`src/rtl/harvos_wx_pkg.sv`:
```
// Shared definitions for the W^X store gate: page geometry, head FSM states
// and the fault counter width.
package harvos_wx_pkg;

  localparam int unsigned PAGE_SHIFT  = 12;
  localparam int unsigned FAULT_CNT_W = 16;

  typedef enum logic [1:0] {
    IDLE,
    CHECK,
    ISSUE,
    FAULT
  } state_t;

endpackage

```
`src/rtl/wx_store_fifo.sv`:
```
// Synchronous store FIFO with async reset. Pointers carry an extra wrap bit
// so full/empty/count fall straight out of the pointer pair.
module wx_store_fifo #(
  parameter int unsigned DEPTH = 4,
  parameter int unsigned W     = 68
) (
  input  logic                       clk,
  input  logic                       rst_n,
  input  logic                       push,
  input  logic [W-1:0]               din,
  input  logic                       pop,
  output logic [W-1:0]               dout,
  output logic                       full,
  output logic                       empty,
  output logic [$clog2(DEPTH):0]     count
);

  localparam int unsigned AW = $clog2(DEPTH);

  logic [W-1:0] mem [DEPTH];
  logic [AW:0]  wptr;
  logic [AW:0]  rptr;
  logic         do_push;
  logic         do_pop;

  assign empty   = (wptr == rptr);
  assign full    = (wptr[AW] != rptr[AW]) && (wptr[AW-1:0] == rptr[AW-1:0]);
  assign count   = wptr - rptr;
  assign do_push = push && !full;
  assign do_pop  = pop && !empty;
  assign dout    = mem[rptr[AW-1:0]];

  always_ff @(posedge clk or negedge rst_n) begin
    if (!rst_n) begin
      wptr <= '0;
      rptr <= '0;
    end else begin
      if (do_push) wptr <= wptr + 1'b1;
      if (do_pop)  rptr <= rptr + 1'b1;
    end
  end

  // Payload storage needs no reset; validity is tracked by the pointers.
  always_ff @(posedge clk) begin
    if (do_push) mem[wptr[AW-1:0]] <= din;
  end

endmodule

```
`src/rtl/wx_store_gate.sv`:
```
// Ordered store gate: queues LSU stores, checks each head store against the
// executable-page tracker and the W^X lock, then issues or faults it.
module wx_store_gate
  import harvos_wx_pkg::*;
#(
  parameter int unsigned DEPTH  = 4,
  parameter int unsigned ADDR_W = 32,
  parameter int unsigned DATA_W = 32,
  parameter int unsigned PPN_W  = 20
) (
  input  logic                   clk,
  input  logic                   rst_n,
  input  logic                   req_valid,
  output logic                   req_ready,
  input  logic [ADDR_W-1:0]      req_addr,
  input  logic [DATA_W-1:0]      req_data,
  input  logic [DATA_W/8-1:0]    req_strb,
  output logic [ADDR_W-1:0]      query_pa,
  input  logic                   hit_exec_ppn,
  input  logic                   exec_insert_i,
  input  logic [PPN_W-1:0]       exec_insert_ppn,
  input  logic                   lock_i,
  input  logic                   allow_override_prelock,
  output logic                   mem_valid,
  input  logic                   mem_ready,
  output logic [ADDR_W-1:0]      mem_addr,
  output logic [DATA_W-1:0]      mem_data,
  output logic [DATA_W/8-1:0]    mem_strb,
  output logic                   fault_valid,
  output logic [ADDR_W-1:0]      fault_addr,
  output logic [FAULT_CNT_W-1:0] fault_cnt,
  output logic                   locked_o
);

  localparam int unsigned STRB_W = DATA_W / 8;
  localparam int unsigned ENT_W  = ADDR_W + DATA_W + STRB_W;
  localparam int unsigned CNT_W  = $clog2(DEPTH) + 1;

  state_t                 state;
  state_t                 state_next;
  logic                   push;
  logic                   pop;
  logic                   full;
  logic                   empty;
  logic [CNT_W-1:0]       count;
  logic [ENT_W-1:0]       head;
  logic [ADDR_W-1:0]      head_addr;
  logic [DATA_W-1:0]      head_data;
  logic [STRB_W-1:0]      head_strb;
  logic                   more;
  logic                   override_on;
  logic                   exec_page;
  logic                   blocked;
  logic                   locked_q;
  logic [ADDR_W-1:0]      last_pa_q;
  logic [ADDR_W-1:0]      fault_addr_q;
  logic [FAULT_CNT_W-1:0] fault_cnt_q;

  wx_store_fifo #(
    .DEPTH (DEPTH),
    .W     (ENT_W)
  ) u_fifo (
    .clk   (clk),
    .rst_n (rst_n),
    .push  (push),
    .din   ({req_addr, req_data, req_strb}),
    .pop   (pop),
    .dout  (head),
    .full  (full),
    .empty (empty),
    .count (count)
  );

  assign {head_addr, head_data, head_strb} = head;

  assign req_ready = !full;
  assign push      = req_valid && req_ready;
  assign pop       = ((state == ISSUE) && mem_ready) || (state == FAULT);
  // Entries left after this pop, counting a same-cycle enqueue.
  assign more      = (count > CNT_W'(1)) || push;

  // A lock request in the checking cycle already kills the pre-lock override.
  assign override_on = allow_override_prelock && !locked_q && !lock_i;
  assign exec_page   = hit_exec_ppn ||
                       (exec_insert_i && (exec_insert_ppn == head_addr[ADDR_W-1:PAGE_SHIFT]));
  assign blocked     = exec_page && !override_on;

  always_comb begin
    state_next = state;
    case (state)
      IDLE:  if (!empty || push) state_next = CHECK;
      CHECK: state_next = blocked ? FAULT : ISSUE;
      ISSUE: if (mem_ready) state_next = more ? CHECK : IDLE;
      FAULT: state_next = more ? CHECK : IDLE;
      default: state_next = IDLE;
    endcase
  end

  always_ff @(posedge clk or negedge rst_n) begin
    if (!rst_n) begin
      state        <= IDLE;
      locked_q     <= 1'b0;
      last_pa_q    <= '0;
      fault_addr_q <= '0;
      fault_cnt_q  <= '0;
    end else begin
      state    <= state_next;
      locked_q <= locked_q || lock_i;
      if (state == CHECK) begin
        last_pa_q <= head_addr;
        // Fault bookkeeping lands on entry to FAULT so it is visible with the pulse.
        if (blocked) begin
          fault_addr_q <= head_addr;
          if (fault_cnt_q != '1) fault_cnt_q <= fault_cnt_q + 1'b1;
        end
      end
    end
  end

  assign query_pa    = (state == CHECK) ? head_addr : last_pa_q;
  assign mem_valid   = (state == ISSUE);
  assign mem_addr    = head_addr;
  assign mem_data    = head_data;
  assign mem_strb    = head_strb;
  assign fault_valid = (state == FAULT);
  assign fault_addr  = fault_addr_q;
  assign fault_cnt   = fault_cnt_q;
  assign locked_o    = locked_q;

endmodule

```
`config.mk`:
```
export PLATFORM = sky130hd
export DESIGN_NAME = wx_store_gate
export DESIGN_NICKNAME = d
export VERILOG_FILES = /design/src/rtl/harvos_wx_pkg.sv /design/src/rtl/wx_store_fifo.sv /design/src/rtl/wx_store_gate.sv
export SDC_FILE = /design/constraint.sdc
export NUM_CORES = 1
export LEC_CHECK = 0
export CORE_MARGIN = 4
export CORE_UTILIZATION = 30
export CTS_CLUSTER_SIZE = 24
export DETAILED_ROUTE_END_ITERATION = 10
export PLACE_DENSITY = 0.58
export SETUP_SLACK_MARGIN = 0.5
export SLEW_MARGIN = 20
export SYNTH_ARGS = -nofsm -noshare
export SYNTH_HDL_FRONTEND = slang
export SYNTH_SLANG_ARGS = --single-unit
```
`constraint.sdc`:
```
create_clock -name clk -period 4.3 [get_ports clk]
set_clock_uncertainty 0.05 [all_clocks]
set_input_delay 1.29 -clock clk [delete_from_list [all_inputs] [get_ports clk]]
set_output_delay 1.29 -clock clk [all_outputs]
set_load 0.05 [all_outputs]
```
### Word-level counts from Yosys, hierarchy flattened

Memories as Yosys holds them, arrays and structs flattened.
Index checks and enable logic that the tools add are counted.

* add/sub/neg operators: 4
* muxes and demuxes: 8
* equal/unequal tests: 10
* $lt $le $gt $ge: 1
* reductions and logical operators: 23

Operators with widths (number)
* two-way mux 32 bit: 1
* equality test 20 bit: 1
* adder 16 x 1 -> 16 bit, second input constant: 1
* != test 16 bit, second input constant: 1
* logical AND 1 bit: 9
* case mux 2 bit (4 select lines): 1
* adder 3 x 1 -> 3 bit, second input constant: 2
* zero test 1 bit: 5
* logical OR 1 bit: 5
* equality test 2 bit, second input constant: 2
* two-way mux 1 bit: 4
* two-way mux 2 bit: 2
* AND reduction 2 bit: 2
* equality test 3 bit: 1
* greater-than comparator 3 x 1 -> 1 bit, second input constant: 1
* AND reduction 3 bit: 1
* subtractor 3 bit: 1
* equality test 2 x 1 -> 1 bit, second input constant: 1
* equality test 2 bit: 1
* zero test 2 bit: 1
* != test 2 x 1 -> 1 bit, second input constant: 1
* != test 2 bit, second input constant: 1
* != test 1 bit: 1

* memory bits (writable): 272
* bits in registers: 89
* logic and storage cells: 54
* memories: 1
* output and inout port bits: 152

Memory list
* u_fifo.mem: depth 4, width 68, rd ports 1, clocked after Yosys merged registers in 0, write ports 1, line wx_store_fifo.sv:20 `logic [W-1:0] mem [DEPTH];`

### Depth between registers and ports, before layout

Gate-level depths: netlist of run 1.

* word-level depth: 8
* gate-level depth with buffers: 11

### Cells and area by module

Synthesis of run 1 repeated with hierarchy kept, for this count alone.

* cell total of the unflattened synthesis: 654
* area total of the unflattened synthesis: 13792.0 um^2

Modules (own cells, without submodules)
* wx_store_fifo: seq. area each 8318.0 um^2, instances 1, cells each 401, area each 10267.3 um^2
* wx_store_gate: seq. area each 2077.0 um^2, instances 1, cells each 253, area each 3524.6 um^2

### Worst setup path after synthesis of run 1

OpenSTA, ideal clock, no wires.

* kind: reg-to-reg
* start: reg u_fifo.rptr[1]
* end: mem u_fifo.mem[3][0], enable pin
* buffers on the path: 4
* slack: -0.311 ns
* data arrival time: 4.126 ns
* stages on the path, launching flop included: 9
* clock period less this slack: 4.611 ns
* cells stage by stage: dfrtp_1 -> buf_6 -> buf_2 -> buf_1 -> buf_1 -> inv_1 -> ha_1 -> nand3_1 -> and3_1

* cells in the longest elaborated chain, start to end: 7

RTL lines
* start, declared: line wx_store_fifo.sv:22 `logic [AW:0] rptr;`
* start signal, assigned: line wx_store_fifo.sv:39 `if (do_pop) rptr <= rptr + 1'b1;`
* equality test 2 bit *: line wx_store_fifo.sv:27 `assign full = (wptr[AW] != rptr[AW]) && (wptr[AW-1:0] == rptr[AW-1:0]);`
* logical AND 1 bit *: line wx_store_fifo.sv:27
* zero test 1 bit *: line wx_store_gate.sv:76 `assign req_ready = !full;`
* net req_ready: line wx_store_gate.sv:14 `output logic req_ready,`
* logical AND 1 bit: line wx_store_gate.sv:77 `assign push = req_valid && req_ready;`
* logical AND 1 bit *: line wx_store_fifo.sv:29 `assign do_push = push && !full;`
* two-way mux 1 bit *: line wx_store_fifo.sv:45 `if (do_push) mem[wptr[AW-1:0]] <= din;`
* two-way mux 1 bit (implied by the code) *: line wx_store_fifo.sv:45
* end, declared: line wx_store_fifo.sv:20

The timed path passes the listed nets; every way through them passes the cells marked *.

### Final worst setup path of run 1

* start: reg u_fifo.rptr[0]
* end: out query_pa[24]

* cells in the longest elaborated chain, start to end: 2

RTL lines
* memory (4 x 68 bit)
* two-way mux 32 bit
* end, declared: line wx_store_gate.sv:18 `output logic [ADDR_W-1:0] query_pa,`

No other way between the ends.

==> impl_metrics.env, run 1 <==
export IMPL_cp_depth=7
export IMPL_hold_ws_ns=0.438
export IMPL_synth_warnings=0
export IMPL_io_buffers=247
export IMPL_detail_route_antenna_nets=0
export IMPL_clock_sinks=361
export IMPL_synth_flop_cell="edfxtp_1"
export IMPL_row_count=78
export IMPL_ys_seq_elements=361
export IMPL_vias=7707
export IMPL_worstPathRequired_ns=2.96
export IMPL_crit_slowest_cell="dfrtp_4"
export IMPL_antenna_found_initial=2
export IMPL_crit_path_start_kind="flip-flop"
export IMPL_maxCapViolCount=0
export IMPL_postSynthAreaPerCell_sq_um=20.2
export IMPL_synthArstFlopShare_pct=24.7
export IMPL_grt_overflow=0
export IMPL_syn_nets=798
export IMPL_start_util_pct=30.6
export IMPL_coreArea_sq_um=45700
export IMPL_wl_um=35900
export IMPL_max_freq_ghz=0.259
export IMPL_synth_edf_count=272
export IMPL_path_delay_family="multiplexers"
export IMPL_filler_cell_count=4140
export IMPL_ys_seq_area_share_pct=74.4
export IMPL_critPathMaxStageDelay_ns=0.52
export IMPL_clock_path_buffers=3
export IMPL_grt_pass1_wl_um=53100
export IMPL_min_path_cells=1
export IMPL_timing_final_hold_violations=0
export IMPL_fin_tns_setup_ns=0
export IMPL_dr_pass1_iters=4
export IMPL_cts_root_buf="clkbuf_16"
export IMPL_arrival_ns=2.52
export IMPL_via_per_inst=4.61
export IMPL_path_cells="buf_12 -> buf_16 -> buf_12 -> buf_12 -> mux4_2 -> mux2_4 -> buf_8"
export IMPL_reg2regPathDepth=13
export IMPL_dp_hpwl_um=22500
export IMPL_worst_pin_slew_ns=0.782
export IMPL_endpoint_kind="output port"
export IMPL_path_class="flip-flop to output port"
export IMPL_worstSkewPairLatency_ns=0.55
export IMPL_gp_congestion=0.754
export IMPL_h_tree_depth=2
export IMPL_critPathMostFrequentCell="buf_12"
export IMPL_drive_above_1_share_pct=35.9
export IMPL_status="completed"
export IMPL_path_max_fanout=5
export IMPL_nNetsFinal=1139
export IMPL_drt_iter0_markers=371
export IMPL_crit_buf_inv=5
export IMPL_grt_max_degree=52
export IMPL_final_cell_mix="272 x edfxtp_1, 145 x clkdlybuf4s50_1, 87 x dfrtp_1, 62 x mux4_2, 61 x mux2_2"
export IMPL_period_minus_slack_ns=3.86
export IMPL_rsz0062_at_grt="yes"
export IMPL_min_from="u_fifo.rptr[2]$_DFFE_PN0P_"
export IMPL_finalCritPeriodShare_pct=89.8
export IMPL_r2r_start="u_fifo.rptr[0]$_DFFE_PN0P_"
export IMPL_die_area_sq_um=50100
export IMPL_hold_path_class="flip-flop to flip-flop"
export IMPL_cts_tree="done"
export IMPL_synthCells=693
export IMPL_seq_area_sq_um=10400
export IMPL_ioPinCount=248
export IMPL_setup_violations=0
export IMPL_ys_types=41
export IMPL_setup_worst_path_start="u_fifo.rptr[0]$_DFFE_PN0P_"
export IMPL_grt_pass1_vias=8146
export IMPL_numCtsBuffers=42
export IMPL_drc=0
export IMPL_wire_per_inst_um=21.5
export IMPL_final_common_cell="edfxtp_1"
export IMPL_grt_use_total_pct=14.0
export IMPL_max_slew_margin_rel_pct=47.7
export IMPL_die_x_um=224
export IMPL_clkSlewWorstSetupHoldPaths_ns=0.05
export IMPL_synthToLayoutAreaGrowth_pct=38.4
export IMPL_multi_input_area_sq_um=3550
export IMPL_die_h_um=224
export IMPL_maxSlewViolCount=0
export IMPL_syn_area_sq_um=14000
-- cells by family (layout without fill, tap and decap cells) --
group | after synthesis | in the layout | share of synthesized area, %
AO/OA/AOI/OAI | 33 | 33 | 1.70
AND/OR/NAND/NOR | 75 | 75 | 3.05
other | 0 | 5 | 0
multiplexers | 144 | 144 | 16.5
XOR/XNOR | 34 | 34 | 2.13
adder cells (fa/ha/maj) | 9 | 9 | 0.860
buffers and inverters | 37 | 411 | 1.33
flip-flops | 361 | 361 | 74.4
-- repair_timing --
item                       4_1_cts  5_1_grt
setup buffers                   31       16
cloned                           3        0
pin swaps                        1        0
setup endpoints to repair       96       48
hold buffers                     0        0
resized for setup              278       72
-- state kept, by name, indices dropped and copies added, names as in the netlist --
| register | cells |
|---|---|
| u_fifo.mem | 272 |
| fault_addr | 32 |
| last_pa_q | 32 |
| fault_cnt | 16 |
| u_fifo.rptr | 3 |
| u_fifo.wptr | 3 |
| state | 2 |
| locked_o | 1 |
-- layer usage --
layer  vias up  GRT usage, %  routed length, um  share of wire [%]
met5         -             0                  0                  0
met4         0          4.51                826                2.3
met3        49          4.18               2590                7.2
met2       223          21.9              16800                 47
met1      3956          19.1              15700                 44
li1       3479             -                  -                  -
-- cell type report --
type                    instances  area share (%)
inverters                       9           0.194
repair buffers                325            16.3
flip-flops and latches        361            53.8
diodes                          5          0.0647
clock inverters                19            1.28
multi-input cells             295            18.4
well taps                     600            3.88
clock buffers                  58            6.07
-- path summary, 6_finish.rpt --
| check | end | slack (ns) |
|---|---|---|
| worst max-delay path | query_pa[24] | 0.44 |
| worst min-delay path | u_fifo.rptr[2]$_DFFE_PN0P_ | 0.44 |
| worst max register to register | fault_cnt[9]$_DFFE_PN0P_ | 0.77 |
| worst min register to register | u_fifo.rptr[2]$_DFFE_PN0P_ | 0.44 |
| max in group asynchronous | fault_addr[11]$_DFFE_PN0P_ | 2.75 |
| min in group asynchronous | fault_cnt[7]$_DFFE_PN0P_ | 0.76 |
-- cell usage after synthesis (2+ instances only) --
master     number  area share [%]
nand4_1         5            0.22
mux4_2         62              10
ha_1            8            0.72
nor4_2          2            0.18
a21oi_1         9            0.32
buf_6           3            0.24
xnor2_1        15            0.94
nand3_1        17            0.61
mux2i_1        10            0.72
o21ai_0         5            0.18
dfrtp_1        89              16
mux2_2         72             5.8
and3_1         10            0.45
buf_2           7            0.25
clkbuf_1        9            0.24
buf_1           5            0.13
nand2b_1        3            0.13
edfxtp_1      272              58
buf_4           4            0.21
nand2_1        12            0.32
xor2_1         19             1.2
inv_1           9            0.24
nor3b_1         2            0.11
nor3_1          4            0.14
a2111oi_1       4            0.29
and2_1          2           0.090
nor2_1         13            0.35
a211oi_1        8            0.43
-- per-stage QoR --
step           instance area, sq um  worst slack [ns]  std cells  utilization, %
2_1_floorplan                 14000             0.494        693               -
3_5_place_dp                  17400             0.379       1540            38.1
6_report                      19300             0.439       1672            42.3
3_3_place_gp                  17400             0.411       1540            38.1
5_1_grt                       19300             0.383       1667            42.3
4_1_cts                       19100             0.357       1651            41.9
Power of run 1 is left out: the tool's default activity adds up to more than one toggle a clock period on the data nets, which glitch-free logic cannot reach.
==> run 2, diff against run 1 <==
--- a/config.mk
+++ b/config.mk
@@ -13,2 +13,3 @@
 export SETUP_SLACK_MARGIN = 0.5
+export SKIP_LAST_GASP = 1
 export SLEW_MARGIN = 20
==> constraint.sdc (replaced) <==
create_clock -name clk -period 4.3 [get_ports clk]
set_clock_uncertainty 0.05 [all_clocks]
set_input_delay 0.43 -clock clk [delete_from_list [all_inputs] [get_ports clk]]
set_output_delay 0.43 -clock clk [all_outputs]
set_load 0.05 [all_outputs]
==> run 2 against run 1 <==
  * Via count shrank 2.8%
  * Wire length down 2.7%
  * Non-clock buffer count down 55
  * Setup slack improved by 0.23 ns
  * Flip-flop and latch count unchanged
  * Register-to-register slack better by 0.08 ns
  * Largest cell class unchanged
==> impl_metrics.env, run 2 (synthesis gave the netlist of run 1 again) <==
export IMPL_clock_sinks=361
export IMPL_cts_resized=0
export IMPL_crit_slowest_cell="clkdlybuf4s50_1"
export IMPL_dr_pass1_iters=5
export IMPL_path_class="flip-flop to output port"
export IMPL_nNetsFinal=1083
export IMPL_worstSkewPairLatency_ns=0.55
export IMPL_wl_um=35000
export IMPL_final_common_cell="edfxtp_1"
export IMPL_row_count=78
export IMPL_die_h_um=224
export IMPL_h_tree_depth=2
export IMPL_cts_tree="done"
export IMPL_grt_use_total_pct=13.9
export IMPL_drt_iter0_markers=365
export IMPL_grt_overflow=0
export IMPL_setup_violations=0
export IMPL_ioPinCount=248
export IMPL_via_per_inst=4.65
export IMPL_min_path_cells=3
export IMPL_path_cells="inv_1 -> mux2i_1 -> mux2_2 -> clkdlybuf4s50_1"
export IMPL_crit_path_start_kind="flip-flop"
export IMPL_reg2regPathDepth=9
export IMPL_drc=0
export IMPL_crit_buf_inv=2
export IMPL_cts_root_buf="clkbuf_16"
export IMPL_clock_path_buffers=3
export IMPL_path_delay_family="buffers and inverters"
export IMPL_fin_tns_setup_ns=0
export IMPL_max_slew_margin_rel_pct=41.4
export IMPL_maxCapViolCount=0
export IMPL_finalCritPeriodShare_pct=84.4
export IMPL_grt_pass1_wl_um=52400
export IMPL_hold_ws_ns=0.411
export IMPL_io_buffers=247
export IMPL_critPathMaxStageDelay_ns=0.80
export IMPL_dp_hpwl_um=22600
export IMPL_cp_depth=4
export IMPL_worstPathRequired_ns=3.82
export IMPL_worst_pin_slew_ns=0.879
export IMPL_die_x_um=224
export IMPL_seq_area_sq_um=10400
export IMPL_max_freq_ghz=0.276
export IMPL_rsz0062_at_grt="no"
export IMPL_status="completed"
export IMPL_vias=7493
export IMPL_timing_final_hold_violations=0
export IMPL_multi_input_area_sq_um=3410
export IMPL_largest_register_ffs=272
export IMPL_period_minus_slack_ns=3.63
export IMPL_final_cell_mix="272 x edfxtp_1, 246 x clkdlybuf4s50_1, 87 x dfrtp_1, 72 x mux2_2, 62 x mux4_2"
export IMPL_start_util_pct=30.6
export IMPL_grt_max_degree=64
export IMPL_drive_above_1_share_pct=22.4
export IMPL_arrival_ns=3.15
export IMPL_grt_pass1_vias=8080
export IMPL_hold_path_class="input port to flip-flop"
export IMPL_filler_cell_count=4206
export IMPL_maxSlewViolCount=0
export IMPL_gp_congestion=0.747
export IMPL_wire_per_inst_um=21.7
export IMPL_synthToLayoutAreaGrowth_pct=33.7
export IMPL_antenna_found_initial=5
export IMPL_coreArea_sq_um=45700
export IMPL_numCtsBuffers=41
export IMPL_endpoint_kind="output port"
export IMPL_clkSlewWorstSetupHoldPaths_ns=0.06
export IMPL_detail_route_antenna_nets=0
export IMPL_path_max_fanout=11
export IMPL_die_area_sq_um=50100
run 2: worst paths after layout:
path                                       startpoint  slack [ns]                          to
max                        u_fifo.rptr[0]$_DFFE_PN0P_        0.67                query_pa[16]
min                                            lock_i        0.41          locked_o$_DFF_PN0_
max reg2reg                u_fifo.rptr[0]$_DFFE_PN0P_        0.85  fault_addr[23]$_DFFE_PN0P_
min reg2reg                        locked_o$_DFF_PN0_        0.44          locked_o$_DFF_PN0_
max in group asynchronous                       rst_n        2.78     last_pa_q[10]$_DFF_PN0_
min in group asynchronous                       rst_n        0.49    fault_cnt[7]$_DFFE_PN0P_
run 2: through the flow:
| step | instances | setup WS (ns) | util [%] | cell area, sq um |
|---|---|---|---|---|
| floorplan | 693 | 0.460 | - | 14000 |
| global route | 1609 | 0.578 | 40.9 | 18700 |
| detailed placement | 1531 | 0.694 | 37.8 | 17300 |
| CTS | 1607 | 0.604 | 40.9 | 18700 |
| finish | 1610 | 0.673 | 40.9 | 18700 |
| global placement | 1531 | 0.714 | 37.8 | 17300 |
run 2: worst min-delay path, stage by stage:
cell	delay [ns]
clkdlybuf4s50_1	0.45
nor2_1	0.05
inv_1	0.04
run 2: cell type report:
cell class              instances  area share (%)
clock buffers                  58            6.21
flip-flops and latches        361            55.7
clock inverters                14           0.884
well taps                     600            4.02
diodes                          3          0.0402
repair buffers                270            14.7
multi-input cells             295            18.3
inverters                       9           0.181
run 2: what timing repair did:
action                     4_1_cts  5_1_grt
hold endpoints to repair        62        0
setup endpoints to repair       15        0
hold buffers                     1        0
setup buffers                    3        0
run 2: metal layers:
metal  GRT usage (%)  vias up  routed length (um)
li1                -     3358                   -
met1            17.9     3887               14700
met2            22.6      189               16900
met3            4.39       57                2470
met4            4.63        2                 918
met5               0        -                  13
Power of run 2 is left out for the same reason.
